--- config.mk ---
export PLATFORM = sky130hd
export DESIGN_NAME = calc_scheduler
export DESIGN_NICKNAME = d
export VERILOG_FILES = /design/src/rtl/calc_sched_pkg.sv /design/src/rtl/calc_scheduler_rr_arbiter.sv /design/src/rtl/calc_scheduler.sv
export SDC_FILE = /design/constraint.sdc
export NUM_CORES = 1
export LEC_CHECK = 0
export ABC_AREA = 1
export CELL_PAD_IN_SITES_DETAIL_PLACEMENT = 1
export CELL_PAD_IN_SITES_GLOBAL_PLACEMENT = 1
export CORE_ASPECT_RATIO = 1.2
export CORE_MARGIN = 2
export CORE_UTILIZATION = 32
export DETAILED_ROUTE_END_ITERATION = 10
export GPL_TIMING_DRIVEN = 0
export PLACE_DENSITY = 0.91
export SYNTH_ARGS = -nofsm -noshare
export SYNTH_HDL_FRONTEND = slang
export SYNTH_SLANG_ARGS = --single-unit
--- constraint.sdc ---
create_clock -name clk -period 3.51 [get_ports clk]
set_input_delay 0.702 -clock clk [delete_from_list [all_inputs] [get_ports clk]]
set_output_delay 0.702 -clock clk [all_outputs]
set_load 0.01 [all_outputs]
--- src/rtl/calc_sched_pkg.sv ---
// Shared constants for the calc scheduler: FSM encoding, small_calc opcodes
// and datapath widths.
package calc_sched_pkg;

  localparam int OP_W   = 2;
  localparam int OPND_W = 4;
  localparam int RES_W  = 5;

  typedef logic [1:0] state_t;

  localparam state_t ST_IDLE  = 2'd0;
  localparam state_t ST_ISSUE = 2'd1;
  localparam state_t ST_WAIT  = 2'd2;
  localparam state_t ST_RESP  = 2'd3;

  // Opcodes understood by small_calc; this block only forwards them.
  localparam logic [OP_W-1:0] OP_ADD = 2'd0;
  localparam logic [OP_W-1:0] OP_SUB = 2'd1;
  localparam logic [OP_W-1:0] OP_AND = 2'd2;
  localparam logic [OP_W-1:0] OP_OR  = 2'd3;

endpackage

--- src/rtl/calc_scheduler_rr_arbiter.sv ---
// Combinational round-robin picker: first pending request at or after the
// pointer, wrapping around the top of the request vector.
module rr_arbiter #(
  parameter int N = 4,
  localparam int IW = $clog2(N)
) (
  input  logic [N-1:0]  req,
  input  logic [IW-1:0] ptr,
  output logic [N-1:0]  grant,
  output logic [IW-1:0] idx,
  output logic          any
);

  logic [IW:0]   sum_s;
  logic [IW-1:0] pos_s;
  logic          hit_s;

  // Walk N positions starting at ptr; the first pending one wins.
  always_comb begin
    grant = '0;
    idx   = '0;
    any   = 1'b0;
    sum_s = '0;
    pos_s = '0;
    hit_s = 1'b0;
    for (int i = 0; i < N; i++) begin
      sum_s        = {1'b0, ptr} + (IW+1)'(i);
      pos_s        = (sum_s >= (IW+1)'(N)) ? IW'(sum_s - (IW+1)'(N)) : IW'(sum_s);
      hit_s        = !any && req[pos_s];
      idx          = hit_s ? pos_s : idx;
      grant[pos_s] = grant[pos_s] | hit_s;
      any          = any | hit_s;
    end
  end

endmodule

--- src/rtl/calc_scheduler.sv ---
// Shares one small_calc between N_REQ requesters. A round-robin grant latches
// the winner's operands, pulses GO, waits for doneFlag (ignoring a stale done
// in the first wait cycle) and returns the result, or an error on timeout.
module calc_scheduler
  import calc_sched_pkg::*;
#(
  parameter int N_REQ   = 4,
  parameter int TIMEOUT = 64
) (
  input  logic                      clk,
  input  logic                      rst,
  input  logic [N_REQ-1:0]          req_valid,
  input  logic [OP_W*N_REQ-1:0]     req_op,
  input  logic [OPND_W*N_REQ-1:0]   req_a,
  input  logic [OPND_W*N_REQ-1:0]   req_b,
  output logic [N_REQ-1:0]          req_ready,
  output logic [N_REQ-1:0]          rsp_valid,
  output logic [RES_W-1:0]          rsp_data,
  output logic                      rsp_err,
  output logic                      calc_go,
  output logic [OP_W-1:0]           calc_op,
  output logic [OPND_W-1:0]         calc_in1,
  output logic [OPND_W-1:0]         calc_in2,
  input  logic                      calc_done,
  input  logic [RES_W-1:0]          calc_out,
  output logic                      busy
);

  localparam int IW = $clog2(N_REQ);
  localparam int TW = $clog2(TIMEOUT + 1);

  state_t              state_r;
  logic [IW-1:0]       rr_ptr_r;
  logic [IW-1:0]       grant_idx_r;
  logic [TW-1:0]       timer_r;
  logic                calc_go_r;
  logic [OP_W-1:0]     calc_op_r;
  logic [OPND_W-1:0]   calc_in1_r;
  logic [OPND_W-1:0]   calc_in2_r;
  logic [N_REQ-1:0]    rsp_valid_r;
  logic [RES_W-1:0]    rsp_data_r;
  logic                rsp_err_r;
  logic                busy_r;

  logic [N_REQ-1:0]    arb_grant_s;
  logic [IW-1:0]       arb_idx_s;
  logic                arb_any_s;
  logic [N_REQ-1:0]    rsp_oh_s;
  logic [IW-1:0]       next_ptr_s;

  logic [OP_W-1:0]     op_arr_s  [N_REQ];
  logic [OPND_W-1:0]   a_arr_s   [N_REQ];
  logic [OPND_W-1:0]   b_arr_s   [N_REQ];

  for (genvar g = 0; g < N_REQ; g++) begin : g_unpack
    assign op_arr_s[g] = req_op[OP_W*g +: OP_W];
    assign a_arr_s[g]  = req_a[OPND_W*g +: OPND_W];
    assign b_arr_s[g]  = req_b[OPND_W*g +: OPND_W];
  end

  rr_arbiter #(.N(N_REQ)) u_arb (
    .req   (req_valid),
    .ptr   (rr_ptr_r),
    .grant (arb_grant_s),
    .idx   (arb_idx_s),
    .any   (arb_any_s)
  );

  assign rsp_oh_s   = N_REQ'(1) << grant_idx_r;
  assign next_ptr_s = (grant_idx_r == IW'(N_REQ - 1)) ? '0 : grant_idx_r + IW'(1);

  // Accept pulse goes out in the same IDLE cycle the grant is decided.
  always_comb begin
    req_ready = '0;
    if ((state_r == ST_IDLE) && !rst) begin
      req_ready = arb_grant_s;
    end else begin
      req_ready = '0;
    end
  end

  assign rsp_valid = rsp_valid_r;
  assign rsp_data  = rsp_data_r;
  assign rsp_err   = rsp_err_r;
  assign calc_go   = calc_go_r;
  assign calc_op   = calc_op_r;
  assign calc_in1  = calc_in1_r;
  assign calc_in2  = calc_in2_r;
  assign busy      = busy_r;

  // Transaction FSM: grant, issue GO, wait for done or timeout, respond.
  always_ff @(posedge clk) begin
    if (rst) begin
      state_r     <= ST_IDLE;
      rr_ptr_r    <= '0;
      grant_idx_r <= '0;
      timer_r     <= '0;
      calc_go_r   <= 1'b0;
      calc_op_r   <= '0;
      calc_in1_r  <= '0;
      calc_in2_r  <= '0;
      rsp_valid_r <= '0;
      rsp_data_r  <= '0;
      rsp_err_r   <= 1'b0;
      busy_r      <= 1'b0;
    end else begin
      case (state_r)
        ST_IDLE: begin
          if (arb_any_s) begin
            state_r     <= ST_ISSUE;
            grant_idx_r <= arb_idx_s;
            calc_go_r   <= 1'b1;
            calc_op_r   <= op_arr_s[arb_idx_s];
            calc_in1_r  <= a_arr_s[arb_idx_s];
            calc_in2_r  <= b_arr_s[arb_idx_s];
            busy_r      <= 1'b1;
          end else begin
            state_r <= ST_IDLE;
          end
        end
        ST_ISSUE: begin
          calc_go_r <= 1'b0;
          timer_r   <= '0;
          state_r   <= ST_WAIT;
        end
        ST_WAIT: begin
          // timer_r == 0 marks the first wait cycle, where done may be stale.
          if ((timer_r != '0) && calc_done) begin
            rsp_valid_r <= rsp_oh_s;
            rsp_data_r  <= calc_out;
            rsp_err_r   <= 1'b0;
            state_r     <= ST_RESP;
          end else if (timer_r == TW'(TIMEOUT - 1)) begin
            rsp_valid_r <= rsp_oh_s;
            rsp_data_r  <= '0;
            rsp_err_r   <= 1'b1;
            state_r     <= ST_RESP;
          end else begin
            timer_r <= timer_r + TW'(1);
          end
        end
        ST_RESP: begin
          rsp_valid_r <= '0;
          rsp_data_r  <= '0;
          rsp_err_r   <= 1'b0;
          calc_op_r   <= '0;
          calc_in1_r  <= '0;
          calc_in2_r  <= '0;
          timer_r     <= '0;
          busy_r      <= 1'b0;
          rr_ptr_r    <= next_ptr_s;
          state_r     <= ST_IDLE;
        end
        default: begin
          state_r     <= ST_IDLE;
          calc_go_r   <= 1'b0;
          rsp_valid_r <= '0;
          busy_r      <= 1'b0;
        end
      endcase
    end
  end

endmodule

# Word-level counts from Yosys, hierarchy flattened
# Index checks and enable logic that the tools add are counted.
[word_totals]
regBits = 35
in_bits = 52
wordCells = 149
[op_classes]
add_sub_neg = 9
n_lt_le_gt_ge = 13
n_eq_ne = 9
shifts = 1
muxes = 71
bitwise_logic = 9
reduce_logical = 25
[op_table]
columns = ["cell", "count"]
rows = [
  ["4-bit two-way mux", 9],
  ["2-bit two-way mux", 14],
  ["4-bit case mux with 2 select lines", 3],
  ["1-bit binary-select mux with 2-bit select", 8],
  ["4-bit binary-select mux with 2-bit select", 2],
  ["1-bit two-way mux", 16],
  ["7-bit two-way mux", 2],
  ["7-bit case mux with 2 select lines", 1],
  ["4-bit bitwise mux", 3],
  ["3-bit >= comparator (second input constant)", 4],
  ["2-bit by 3-bit < comparator with 1-bit output (second input constant)", 4],
  ["5-bit two-way mux", 2],
  ["5-bit case mux with 2 select lines", 1],
  ["1-bit logical AND", 9],
  ["1-bit demux with 2-bit select", 4],
  ["2-bit by 1-bit >= comparator with 1-bit output (second input constant)", 4],
  ["2-bit case mux with 4 select lines", 1],
  ["2-bit AND reduction", 4],
  ["2-bit nonzero test", 4],
  ["2-bit by 1-bit subtractor with 2-bit output (second input constant)", 4],
  ["7-bit by 1-bit adder with 7-bit output (second input constant)", 1],
  ["7-bit by 6-bit == test with 1-bit output (second input constant)", 1],
  ["1-bit bitwise OR", 7],
  ["7-bit nonzero test", 1],
  ["other kinds (18)", 28],
]

# Longest topological paths before layout
[logic_depth]
word_depth = 20
depth_mapped = 18
mapped_depth_nobuf = 18

# Cells and area by module
# Synthesis repeated with hierarchy kept, for this count alone.
[unflattened]
hier_cells = 438
hier_area_um2 = 2657.5
[by_module_without_submodules]
columns = ["mod", "n_inst", "cells_per_inst", "area_each_um2"]
rows = [
  ["calc_scheduler", 1, 331, 2107.0],
  ["rr_arbiter", 1, 107, 550.5],
]

# Worst setup path before layout
# No wires, ideal clock.
[synth_path]
path_kind = "reg-to-output"
start = "register rr_ptr_r[0]"
end = "output req_ready[0]"
arrival_ps = 2297
t_required_ps = 2808
setup_slack_ps = 511
path_stages_with_launch = 18
cell_sequence = "dfxtp_1 -> inv_2 -> ha_1 -> nand2_1 -> o21ai_2 -> or2_1 -> buf_4 -> nand3_1 -> nand3_1 -> nand3_1 -> nand2_2 -> nand3_1 -> nand3_1 -> nand3_1 -> nand2_2 -> nand3_1 -> nand2_1 -> inv_1"
[synth_between]
elab_chain_len = 20
word_cells_on_any_way = 68
classes_between = "add/sub: 7; order compare: 12; mux: 32; bitwise: 7; reduce/logical: 10"
[synth_rtl]
columns = ["item", "line", "text"]
rows = [
  ["start, declared", "calc_scheduler.sv:33", "logic [IW-1:0] rr_ptr_r;"],
  ["start signal, assigned", "calc_scheduler.sv:151", "rr_ptr_r <= next_ptr_s;"],
  ["2-bit by 3-bit >= comparator with 1-bit output / 2-bit by 1-bit subtractor with 2-bit output (equally long branches)", "calc_scheduler_rr_arbiter.sv:28", "pos_s = (sum_s >= (IW+1)'(N)) ? IW'(sum_s - (IW+1)'(N)) : IW'(sum_s);"],
  ["2-bit two-way mux", "calc_scheduler_rr_arbiter.sv:28", ""],
  ["2-bit by 3-bit < comparator with 1-bit output (implied by the code) / 2-bit by 1-bit >= comparator with 1-bit output (equally long branches)", "calc_scheduler_rr_arbiter.sv:31", "grant[pos_s] = grant[pos_s] | hit_s;"],
  ["1-bit logical AND (implied by the code)", "calc_scheduler_rr_arbiter.sv:31", ""],
  ["1-bit two-way mux (implied by the code)", "calc_scheduler_rr_arbiter.sv:31", ""],
  ["1-bit demux with 2-bit select", "-", ""],
  ["4-bit bitwise AND (no source line)", "-", ""],
  ["1-bit binary-select mux with 2-bit select", "calc_scheduler_rr_arbiter.sv:31", ""],
  ["[4 not listed]", "-", ""],
  ["1-bit two-way mux (implied by the code)", "calc_scheduler_rr_arbiter.sv:31", ""],
  ["1-bit bitwise OR", "calc_scheduler_rr_arbiter.sv:31", ""],
  ["4-bit bitwise mux", "calc_scheduler_rr_arbiter.sv:31", ""],
  ["1-bit binary-select mux with 2-bit select", "calc_scheduler_rr_arbiter.sv:31", ""],
  ["1-bit two-way mux (implied by the code)", "calc_scheduler_rr_arbiter.sv:31", ""],
  ["1-bit bitwise OR", "calc_scheduler_rr_arbiter.sv:31", ""],
  ["4-bit bitwise mux *", "calc_scheduler_rr_arbiter.sv:31", ""],
  ["4-bit two-way mux *", "calc_scheduler.sv:75", "if ((state_r == ST_IDLE) && !rst) begin"],
  ["end, declared", "calc_scheduler.sv:16", "output logic [N_REQ-1:0] req_ready,"],
]
# Every way passes the cells marked *; elsewhere a longest branch is shown, timed or not. The select of a mux whose other input is x is not followed.

# Worst setup path in the final report
[layout_path]
start = "register rr_ptr_r[1]"
end = "output req_ready[3]"
# The elaborated chain is that of the path after synthesis.

==> impl_metrics.csv <==
group,metric,value,unit
finish,n_antenna_cell,0,
worst_setup_path,critical-path-max-stage-delay,430,ps
yosys,synth_area,2360,um^2
route,wire_per_inst,18.0,um
global_routing,grt_max_degree,12,
timing,skew,3.61,ps
route,ant_nets,0,
yosys,synth_top_family_by_area,"simple AND/OR/NAND/NOR gates",
route,drt_iter0_drc,74,
global_routing,antenna_found_initial,0,
global_routing,gr-total-overflow,0,
finish,num-nets-final,515,
timing,max_slew_margin,0.599,
yosys,yosys.area_share.simple,0.322,
yosys,synthAdderAreaFrac,0.0797,
yosys,ys_ff_latch,35,
run_status,outcome,"complete, no violations",
yosys,yosys-top-cells-area,"dfxtp_1 (30%), nand2_1 (11%), nand3_1 (8.9%)",
worst_setup_path,crit_chain,"clkinvlp_4, ha_4, nand2_1, o21ai_2, or2_4, nand3_2, nand3_1, nand3_2, nand2_4, nand3_4, nand3_2, nand3_2, nand2_4, nand3_1, nand2_1, inv_1, buf_2",
worst_setup_path,end_kind,"primary output",
finish,register_area,708,um^2
placed_design,portBuffers,77,
worst_setup_path,cp.required,2810,ps
yosys,synth_compound_area_frac,0.201,
timing,worst_hold_slack,469,ps
worst_setup_path,crit_slowest_cell,"dfxtp_4",
route,drc_errors,0,
job,drv_cap,0,
power,peakVddDrop,0.000343,V
cts,clk-insertion-delay-late,290,ps
timing,finalHoldViolations,0,
power,leakage,1.53,nW
global_routing,grt_pass1_vias,3130,
route,via_per_inst,5.38,
cts,cts.sinks,35,
timing,setup_viol,0,
yosys,yosysMostFrequentCell,"nand2_1",
route,vias,2899,
yosys,synth-seq-area-share,0.297,
yosys,ys_types,35,
worst_setup_path,critPathArrivalTime,2770,ps
cts,postCtsHoldBufs,0,
floorplan,rows,34,
worst_setup_path,crit_path_frequent_cell,"nand3_2",
yosys,synth_common_cells,"nand2_1 (66), nor2_1 (43), nand3_1 (42)",
global_routing,gr-usage-all-layers,0.231,
timing,max_freq,288,MHz
power,power_density,744,nW/um^2
timing,maxSlewViolCount,0,
floorplan,dieWidth,82.3,um
placed_design,dp_hpwl,6.63,mm
yosys,yosysTopAreaCell,"dfxtp_1",
yosys,synth_nets,417,
cts,clockBufferDepth,2,
floorplan,coreArea,7190,um^2
worst_setup_path,start_kind,"register",
timing,finalCritPeriodShare,0.989,
global_routing,grt_pass1_wl,14.7,mm
yosys,yosysTopAreaCellShare,0.297,
cts,cts_root_buf,"clkbuf_8",
cts,cts_buffers,5,
timing,period_needed,3470,ps
finish,layout-drive-gt1-share,0.200,
cts,cts_tree,"yes",
yosys,synth_flop_cell,"dfxtp_1",
finish,fillers,901,
yosys,yosys_warnings,0,
floorplan,start_util,0.328,
yosys,synthArstFlopShare,0,
finish,stdcell_count,539,
worst_setup_path,worst-setup-path-type,"register to primary output",
finish,multi_input_area,1670,um^2
yosys,avgSynthCellArea,6.73,um^2
finish,area_growth,57.1,%
cts,h-tree-depth,2,
worst_setup_path,path_max_fanout,7,
route,first_pass_iters,5,
floorplan,die_y,98.0,um
yosys,synth_edf_count,0,
timing,worstMarginPinSlew,598,ps
route,routed_wl,9.68,mm
yosys,synth_cells,350,
yosys,synth.area.mux_share,0,
placed_design,place_inst,517,
yosys,synthXorXnorAreaFrac,0.00743,
floorplan,ios,78,
timing,setup_tns,0,ps
cts,clkTransAtPathRegs,70,ps
floorplan,die-area,8070,um^2
placed_design,gp_congestion,0.848,
min_path,hp-class,"register to register",
## metal layers
metal	routed length (um)	GRT usage	up-vias
met3	216	0.0323	28
met2	5380	0.422	74
met1	3780	0.257	1422
met5	0	0	-
li1	-	-	1375
met4	306	0.100	0
## metrics by stage
stage,area (um^2),setup WS [ps],util,power (mW)
4_1_cts,3480,5.07,0.484,2.56
5_1_grt,3700,-85.4,0.515,2.95
2_1_floorplan,2360,511,-,1.54
3_5_place_dp,3240,-578,0.451,2.08
3_3_place_gp,3240,-476,0.451,2.00
6_report,3700,38.3,0.515,2.75
## worst max-delay path, delay by kind of cell, from the launching register on
kind	cells	cell delay (ps)
AOI/OAI and AO/OA	1	80
adders and majority gates	1	350
buffers and inverters	3	360
DFF	1	430
and+or+nand+nor	12	1260
## final timing paths
check / start / endpoint / slack, ps / cells after the start
worst max register to register: rr_ptr_r[1] / calc_in2[3] / 500 / 14
worst min register to register: rsp_valid[3] / rsp_valid[3] / 470 / 2
worst max-delay path: rr_ptr_r[1] / req_ready[3] / 40 / 17
worst min-delay path: rsp_valid[3] / rsp_valid[3] / 470 / 2
## cells in the final DEF (no fill, tap or decap), types with 2 or more instances in the layout
| cell type | synthesis | routed |
|---|---|---|
| a211oi_1 | 3 | 3 |
| a21oi_1 | 33 | 33 |
| buf_2 | 2 | 5 |
| buf_4 | 1 | 15 |
| buf_6 | 3 | 4 |
| clkbuf_1 | 4 | 4 |
| clkbuf_8 | 0 | 6 |
| clkdlybuf4s50_1 | 0 | 69 |
| dfxtp_1 | 35 | 33 |
| dfxtp_4 | 0 | 2 |
| dlymetal6s2s_1 | 0 | 3 |
| ha_1 | 15 | 13 |
| inv_1 | 34 | 30 |
| inv_2 | 3 | 5 |
| nand2_1 | 66 | 61 |
| nand2_2 | 4 | 5 |
| nand2_4 | 3 | 7 |
| nand3_1 | 42 | 17 |
| nand3_2 | 3 | 21 |
| nand3_4 | 0 | 7 |
| nor2_1 | 43 | 43 |
| nor3_1 | 4 | 4 |
| o21ai_0 | 15 | 11 |
| o21ai_1 | 11 | 14 |
| o21ai_2 | 1 | 2 |
| o32ai_1 | 10 | 10 |
| xor2_1 | 2 | 2 |
## sequential cells by signal, indices dropped and copies added, names as in the netlist, 2 cells and up
name         count
timer_r          7
rsp_data         5
calc_in1         4
calc_in2         4
rsp_valid        4
calc_op          2
grant_idx_r      2
rr_ptr_r         2
state_r          2
## cell families (layout without fill, tap and decap cells)
group | Yosys count | after routing
compound gates | 79 | 79
xor+xnor | 2 | 2
fa+ha+maj | 15 | 15
buf+inv | 50 | 149
flops | 35 | 35
simple gates | 169 | 169
## power by group
part | switching [mW] | total [mW] | internal [mW] | leakage, nW
Clock | 0.153 | 0.382 | 0.230 | 0.0612
Sequential | 0.0736 | 0.560 | 0.486 | 0.288
Combinational | 1.12 | 1.81 | 0.692 | 1.18
## repair_timing
action                                  4_1_cts  5_1_grt
buffers inserted                              7        8
endpoints found under the setup margin        4        4
gates resized for setup                      45       37
pin swaps                                    14       14
hold endpoints to repair                      0        0
## cell type report
cell class / instances / area share
plain buffers: 11 / 0.0183
clock buffers: 6 / 0.0223
clock inverters: 2 / 0.00947
inverters: 38 / 0.0402
multi-input cells: 265 / 0.451
flip-flops and latches: 35 / 0.191
well taps: 90 / 0.0304
repair buffers: 92 / 0.237
No activity file was read; power rests on OpenSTA's default activity.
